===== src/rtl/cdc_fifo_wr_ctrl.sv =====
// cdc_fifo_wr_ctrl: write-side controller of an asynchronous (CDC) FIFO.
// Keeps the binary and Gray write pointers and drives the RAM write strobe and
// address. Synchronises the read-domain Gray pointer and produces full. Runs a
// flush/drain handshake: writes stop until the reader catches up.
//
// Optional feature macro: CDC_WR_CTRL_LEVEL_EN. When it is defined, the
// controller adds a registered fill level and an almost-full flag.
//
// Ports:
//   clk         write-domain clock
//   sysRst      synchronous active-high reset
//   wrValid     requester has a word to write
//   wrReady     controller can accept a word (combinational)
//   wrEn        RAM write strobe, wrValid & wrReady (combinational)
//   wrAddr      RAM write address, low bits of the binary write pointer
//   wrPtrGray   registered Gray write pointer, sent to the read domain
//   rdPtrGray   Gray read pointer from the read domain (asynchronous)
//   flushReq    level request: stop writing and wait for the FIFO to drain
//   flushDone   registered; the FIFO has drained while flushing
//   full        FIFO full, judged against the synchronised read pointer
//   level       fill level, registered (CDC_WR_CTRL_LEVEL_EN only)
//   almostFull  level >= ALMOST_FULL_THRESH (CDC_WR_CTRL_LEVEL_EN only)
module cdc_fifo_wr_ctrl #(
    parameter int unsigned ADDR_WIDTH         = 4,
    parameter int unsigned SYNC_STAGES        = 2,
    parameter int unsigned ALMOST_FULL_THRESH = 12
) (
    input  logic                  clk,
    input  logic                  sysRst,
    input  logic                  wrValid,
    output logic                  wrReady,
    output logic                  wrEn,
    output logic [ADDR_WIDTH-1:0] wrAddr,
    output logic [ADDR_WIDTH:0]   wrPtrGray,
    input  logic [ADDR_WIDTH:0]   rdPtrGray,
    input  logic                  flushReq,
    output logic                  flushDone,
    output logic                  full
`ifdef CDC_WR_CTRL_LEVEL_EN
    ,
    output logic [ADDR_WIDTH:0]   level,
    output logic                  almostFull
`endif
);

    localparam int unsigned PW = ADDR_WIDTH + 1;

    localparam logic [1:0] ST_RUN        = 2'd0;
    localparam logic [1:0] ST_FLUSH_WAIT = 2'd1;
    localparam logic [1:0] ST_FLUSH_DONE = 2'd2;

    // Elaboration guard on the parameter ranges
    if (SYNC_STAGES < 2 || SYNC_STAGES > 4 || ADDR_WIDTH < 2 ||
        ALMOST_FULL_THRESH > (2 ** ADDR_WIDTH)) begin : g_param_err
        $error("cdc_fifo_wr_ctrl: illegal parameter combination");
    end

    logic [1:0]    state_q,     state_d;
    logic [PW-1:0] wr_bin_q,    wr_bin_d;
    logic [PW-1:0] wr_gray_q,   wr_gray_d;
    logic          flush_done_q, flush_done_d;
    logic [PW-1:0] rd_sync_q [SYNC_STAGES];
    logic [PW-1:0] rd_sync_d [SYNC_STAGES];
    logic [PW-1:0] rd_last;
    logic [PW-1:0] wr_bin_inc;
    logic          full_c;
    logic          ready_c;
    logic          wr_en_c;
    logic          drained_c;

    assign rd_last = rd_sync_q[SYNC_STAGES-1];

    // Full when the pointers differ only in their top two Gray bits
    assign full_c    = (wr_gray_q == {~rd_last[PW-1:PW-2], rd_last[PW-3:0]});
    assign drained_c = (wr_gray_q == rd_last);
    // Reset gating keeps the RAM untouched while sysRst is held
    assign ready_c   = (state_q == ST_RUN) && !full_c && !sysRst;
    assign wr_en_c   = wrValid && ready_c;

    assign wrReady   = ready_c;
    assign wrEn      = wr_en_c;
    assign full      = full_c;
    assign wrAddr    = wr_bin_q[ADDR_WIDTH-1:0];
    assign wrPtrGray = wr_gray_q;
    assign flushDone = flush_done_q;

    // Read-pointer synchroniser chain
    always_comb begin
        for (int i = 0; i < SYNC_STAGES; i++) begin
            rd_sync_d[i] = '0;
        end
        rd_sync_d[0] = rdPtrGray;
        for (int i = 1; i < SYNC_STAGES; i++) begin
            rd_sync_d[i] = rd_sync_q[i-1];
        end
    end

    // Write pointer advance; both encodings update on the same edge
    always_comb begin
        wr_bin_inc = wr_bin_q + PW'(1);
        wr_bin_d   = wr_bin_q;
        wr_gray_d  = wr_gray_q;
        if (wr_en_c) begin
            wr_bin_d  = wr_bin_inc;
            wr_gray_d = wr_bin_inc ^ (wr_bin_inc >> 1);
        end
    end

    // Flush handshake; pointers are left alone so the reader stays consistent
    always_comb begin
        state_d = state_q;
        case (state_q)
            ST_RUN: begin
                if (flushReq) begin
                    state_d = ST_FLUSH_WAIT;
                end
            end
            ST_FLUSH_WAIT: begin
                if (!flushReq) begin
                    state_d = ST_RUN;
                end else if (drained_c) begin
                    state_d = ST_FLUSH_DONE;
                end
            end
            ST_FLUSH_DONE: begin
                if (!flushReq) begin
                    state_d = ST_RUN;
                end
            end
            default: state_d = ST_RUN;
        endcase
        flush_done_d = (state_d == ST_FLUSH_DONE);
    end

    always_ff @(posedge clk) begin
        if (sysRst) begin
            state_q      <= ST_RUN;
            wr_bin_q     <= '0;
            wr_gray_q    <= '0;
            flush_done_q <= 1'b0;
            for (int i = 0; i < SYNC_STAGES; i++) begin
                rd_sync_q[i] <= '0;
            end
        end else begin
            state_q      <= state_d;
            wr_bin_q     <= wr_bin_d;
            wr_gray_q    <= wr_gray_d;
            flush_done_q <= flush_done_d;
            for (int i = 0; i < SYNC_STAGES; i++) begin
                rd_sync_q[i] <= rd_sync_d[i];
            end
        end
    end

`ifdef CDC_WR_CTRL_LEVEL_EN
    logic [PW-1:0] rd_bin_sync;
    logic [PW-1:0] level_q, level_d;

    // Gray -> binary of the synchronised read pointer
    always_comb begin
        rd_bin_sync         = '0;
        rd_bin_sync[PW-1]   = rd_last[PW-1];
        for (int i = PW - 2; i >= 0; i--) begin
            rd_bin_sync[i] = rd_bin_sync[i+1] ^ rd_last[i];
        end
        level_d = wr_bin_q - rd_bin_sync;
    end

    always_ff @(posedge clk) begin
        if (sysRst) begin
            level_q <= '0;
        end else begin
            level_q <= level_d;
        end
    end

    assign level      = level_q;
    assign almostFull = (level_q >= PW'(ALMOST_FULL_THRESH));
`endif

endmodule


===== config.mk =====
export PLATFORM = sky130hd
export DESIGN_NAME = cdc_fifo_wr_ctrl
export DESIGN_NICKNAME = d
export VERILOG_FILES = /design/src/rtl/cdc_fifo_wr_ctrl.sv
export SDC_FILE = /design/constraint.sdc
export NUM_CORES = 1
export LEC_CHECK = 0
export ABC_AREA = 0
export CAP_MARGIN = 20
export CORE_MARGIN = 2
export CORE_UTILIZATION = 50
export CTS_CLUSTER_SIZE = 25
export DETAILED_ROUTE_END_ITERATION = 8
export HOLD_SLACK_MARGIN = 0.08
export PLACE_DENSITY = 0.85
export SLEW_MARGIN = 20
export SYNTH_ARGS = -nofsm -noshare
export SYNTH_HDL_FRONTEND = slang
export SYNTH_SLANG_ARGS = --single-unit
export TNS_END_PERCENT = 10

===== constraint.sdc =====
create_clock -name clk -period 3 [get_ports clk]
set_input_delay 0.6 -clock clk [delete_from_list [all_inputs] [get_ports clk]]
set_output_delay 0.6 -clock clk [all_outputs]
set_load 0.02 [all_outputs]

==> key figures <==
Run status
  • Status: completed

Layout
  • Non-Filler Instances: 136
  • P&R area growth vs syn: 29.67%
  • Share of cells above drive strength 1: 9.910%
  • N_diodes: 0
  • Layout Nets: 122
  • Final Util: 68.41%

Setup path
  • Crit-path max FO: 2
  • CP most frequent cell: clkdlybuf4s50_1
  • CP Data Required Time: 2.40 ns
  • Critical path data arrival time: 2.09 ns
  • Slowest stage cell, crit path: clkdlybuf4s50_1
  • Worst setup EP type: output port
  • Nature of the critical path startpoint: input port
  • Worst stage delay on the critical path: 0.62 ns
  • Crit path cell chain: clkdlybuf4s50_1 -> nor3_1 -> nand2_1 -> a21oi_2 -> clkdlybuf4s50_1
  • Setup CP Type: in -> out

Drt
  • Vias: 674
  • Drc violations: 0
  • Starting DRT DRC Count: 3
  • WL per Instance: 11.63 µm
  • WL final: 1.581 mm
  • Drt via density: 4.956
  • Post-DRT Antenna Nets: 0
  • Router iterations before antenna repair: 4

Timing
  • Setup TNS: 0 ns
  • Crit path time final: 2.689 ns
  • RSZ-0062 raised after global routing: false
  • WHS: 0.4497 ns
  • Max-slew violation count: 0
  • Period utilisation layout: 89.63%
  • Least-Margin Pin Slew: 0.3163 ns
  • Final Hold Vio Count: 0
  • Slew HR: 78.86%
  • Setup Viol. Count Final: 0
  • Max Fclk: 0.3719 GHz
  • Clk_skew: 0.004717 ns

Floorplan
  • Num ports: 22
  • Core ar.: 1727 µm²
  • Die X: 46.68 µm
  • Initial Util: 52.75%
  • Die area: 2179 µm²
  • # rows: 15
  • Die height: 46.68 µm

Global routing
  • GR met1 Demand/Resource: 23.19%
  • Met2 Resource Use GR: 28.89%
  • Global-route wire length before repair: 2.697 mm
  • Pin count of the biggest net entering global routing: 24
  • Gr busiest metal: met2
  • Initial antenna violation count: 0
  • Total GRT Usage: 17.52%
  • Vias in the first global route: 617
  • Met3 global-route usage: 2.353%
  • Gr ovfl total: 0

Pwr
  • Peak VDD IR: 0.4029 mV
  • Leak Pwr: 0.4655 nW
  • Power density cells: 466.7 nW/µm²
  • Total power: 0.0005513 W

Placement
  • GPL Wtd Cong: 0.7589
  • Placed Cells: 132
  • IO buf count: 21
  • Detailed Place HPWL: 1.166 mm

Logic synthesis
  • Cells after Synth: 88
  • Post-synthesis register bit count: 22
  • Synth cell types: 27
  • Synthesized area per cell: 10.35 µm²
  • Warnings, synthesis: 0
  • Post-synth top flop: dfxtp_1
  • Netlist Area Pre-Place: 910.9 µm²
  • Seq/Total Area, Yosys: 48.35%
  • EDFF count, synth: 0
  • Async set-reset flop share out of synthesis: 0%
  • Net Count, Synth: 98

Clocking
  • Worst-path clk slew: 0.12 ns
  • CTS tree: yes
  • Maximum clock path buffer count: 2
  • Setup bufs post-CTS: 0
  • Post-CTS sizing: 0
  • Cts hold-fix bufs: 0
  • CTS H-tree depth: 1
  • Worst-Skew Late Latency: 0.30 ns
  • CTS Sinks: 22
  • Clk root buf: clkbuf_4
  • Clock buffers created by TritonCTS: 3

Worst hold path
  • Worst Hold Class: reg -> reg

Job
  • Max_cap viols: 0
[cell type report]
type	count	area (µm²)
multi-input combinational	60	440.4
tap	25	31.28
inverter	2	7.507
sequential	22	440.4
clock buffer	4	36.28
timing repair buffer	23	225.2
fill	149	545.5
[metal layers]
layer / up-vias / routed length, µm
met3: 2 / 59
met4: 0 / 12
met1: 319 / 728
li1: 337 / -
met5: - / 0
met2: 16 / 781
[worst paths after layout]
check / startpoint / endpoint / slack [ns] / depth (start not counted)
setup / recovery: sysRst / wrEn / 0.31 / 5
hold / removal: rd_sync_q[0][0] / rd_sync_q[0][5] / 0.45 / 1
hold reg to reg: rd_sync_q[0][0] / rd_sync_q[0][5] / 0.45 / 1
setup reg to reg: wr_bin_q[4] / wr_bin_q[3] / 1.33 / 6
[flip-flops by register name, summed over array words and instances (netlist names)]
| register | cells |
|---|---|
| rd_sync_q | 10 |
| wrPtrGray | 4 |
| flushDone | 1 |
| state_q | 2 |
| wr_bin_q | 5 |
[cell usage after synthesis (2+ instances only)]
library cell,instances,area share [%]
xor2_1,5,4.8
nor2b_1,11,7.6
inv_1,2,0.82
nor2_1,9,3.7
xnor2_1,7,6.7
a2111oi_1,2,2.2
clkbuf_1,3,1.2
nand2_1,2,0.82
mux2i_1,6,6.6
nand2b_1,3,2.1
dfxtp_1,22,48
[placed cells by master (no fill, tap or decap)]
cell | netlist | layout
a21oi_2 | 1 | 1
a41oi_1 | 1 | 1
clkbuf_8 | 0 | 1
mux2i_1 | 6 | 6
nor3_2 | 1 | 1
xor2_1 | 5 | 5
xnor2_1 | 7 | 7
a211oi_1 | 1 | 1
a2111oi_1 | 2 | 2
nor3b_2 | 1 | 1
nand2b_1 | 3 | 3
buf_4 | 0 | 2
nor2b_1 | 11 | 11
nor2_1 | 9 | 9
nor3_1 | 1 | 1
inv_1 | 2 | 2
o22ai_1 | 1 | 1
clkbuf_4 | 0 | 3
clkdlybuf4s50_1 | 0 | 21
dfxtp_1 | 22 | 22
or2b_1 | 1 | 1
a31oi_1 | 1 | 1
mux2_4 | 1 | 1
nand2_1 | 2 | 2
and3_1 | 1 | 1
and2_2 | 1 | 1
and2_1 | 1 | 1
ha_1 | 1 | 1
nand4_1 | 1 | 1
[through the flow]
| stage | area [µm²] | worst slack [ns] |
|---|---|---|
| floorplan | 910.9 | 1.083 |
| global placement | 1145 | 0.3457 |
| detailed placement | 1145 | 0.3034 |
| CTS | 1181 | 0.2825 |
| global route | 1181 | 0.2221 |
| finish | 1181 | 0.3112 |
[critical path, delay by kind of cell]
family,cells,cell delay [ns]
AND/OR/NAND/NOR,2,0.30
AO/OA/AOI/OAI,1,0.14
buffers and inverters,2,1.05
[where the power goes]
part           switching, W  internal (W)  total [W]
sequential       0.00000826      0.000305   0.000313
clock             0.0000848     0.0000739   0.000159
combinational     0.0000372     0.0000426  0.0000798
[kinds of logic after synthesis]
logic type                 after synthesis  synth area share [%]
xor gates and xnor gates                12                 11.54
muxes                                    7                 8.242
adders and majority gates                1                 1.373
and+or+nand+nor                         33                 20.88
buffers and inverters                    6                 3.297
DFF                                     22                 48.35
AOI/OAI and AO/OA                        7                 6.320
No activity file was read; power rests on OpenSTA's default activity.
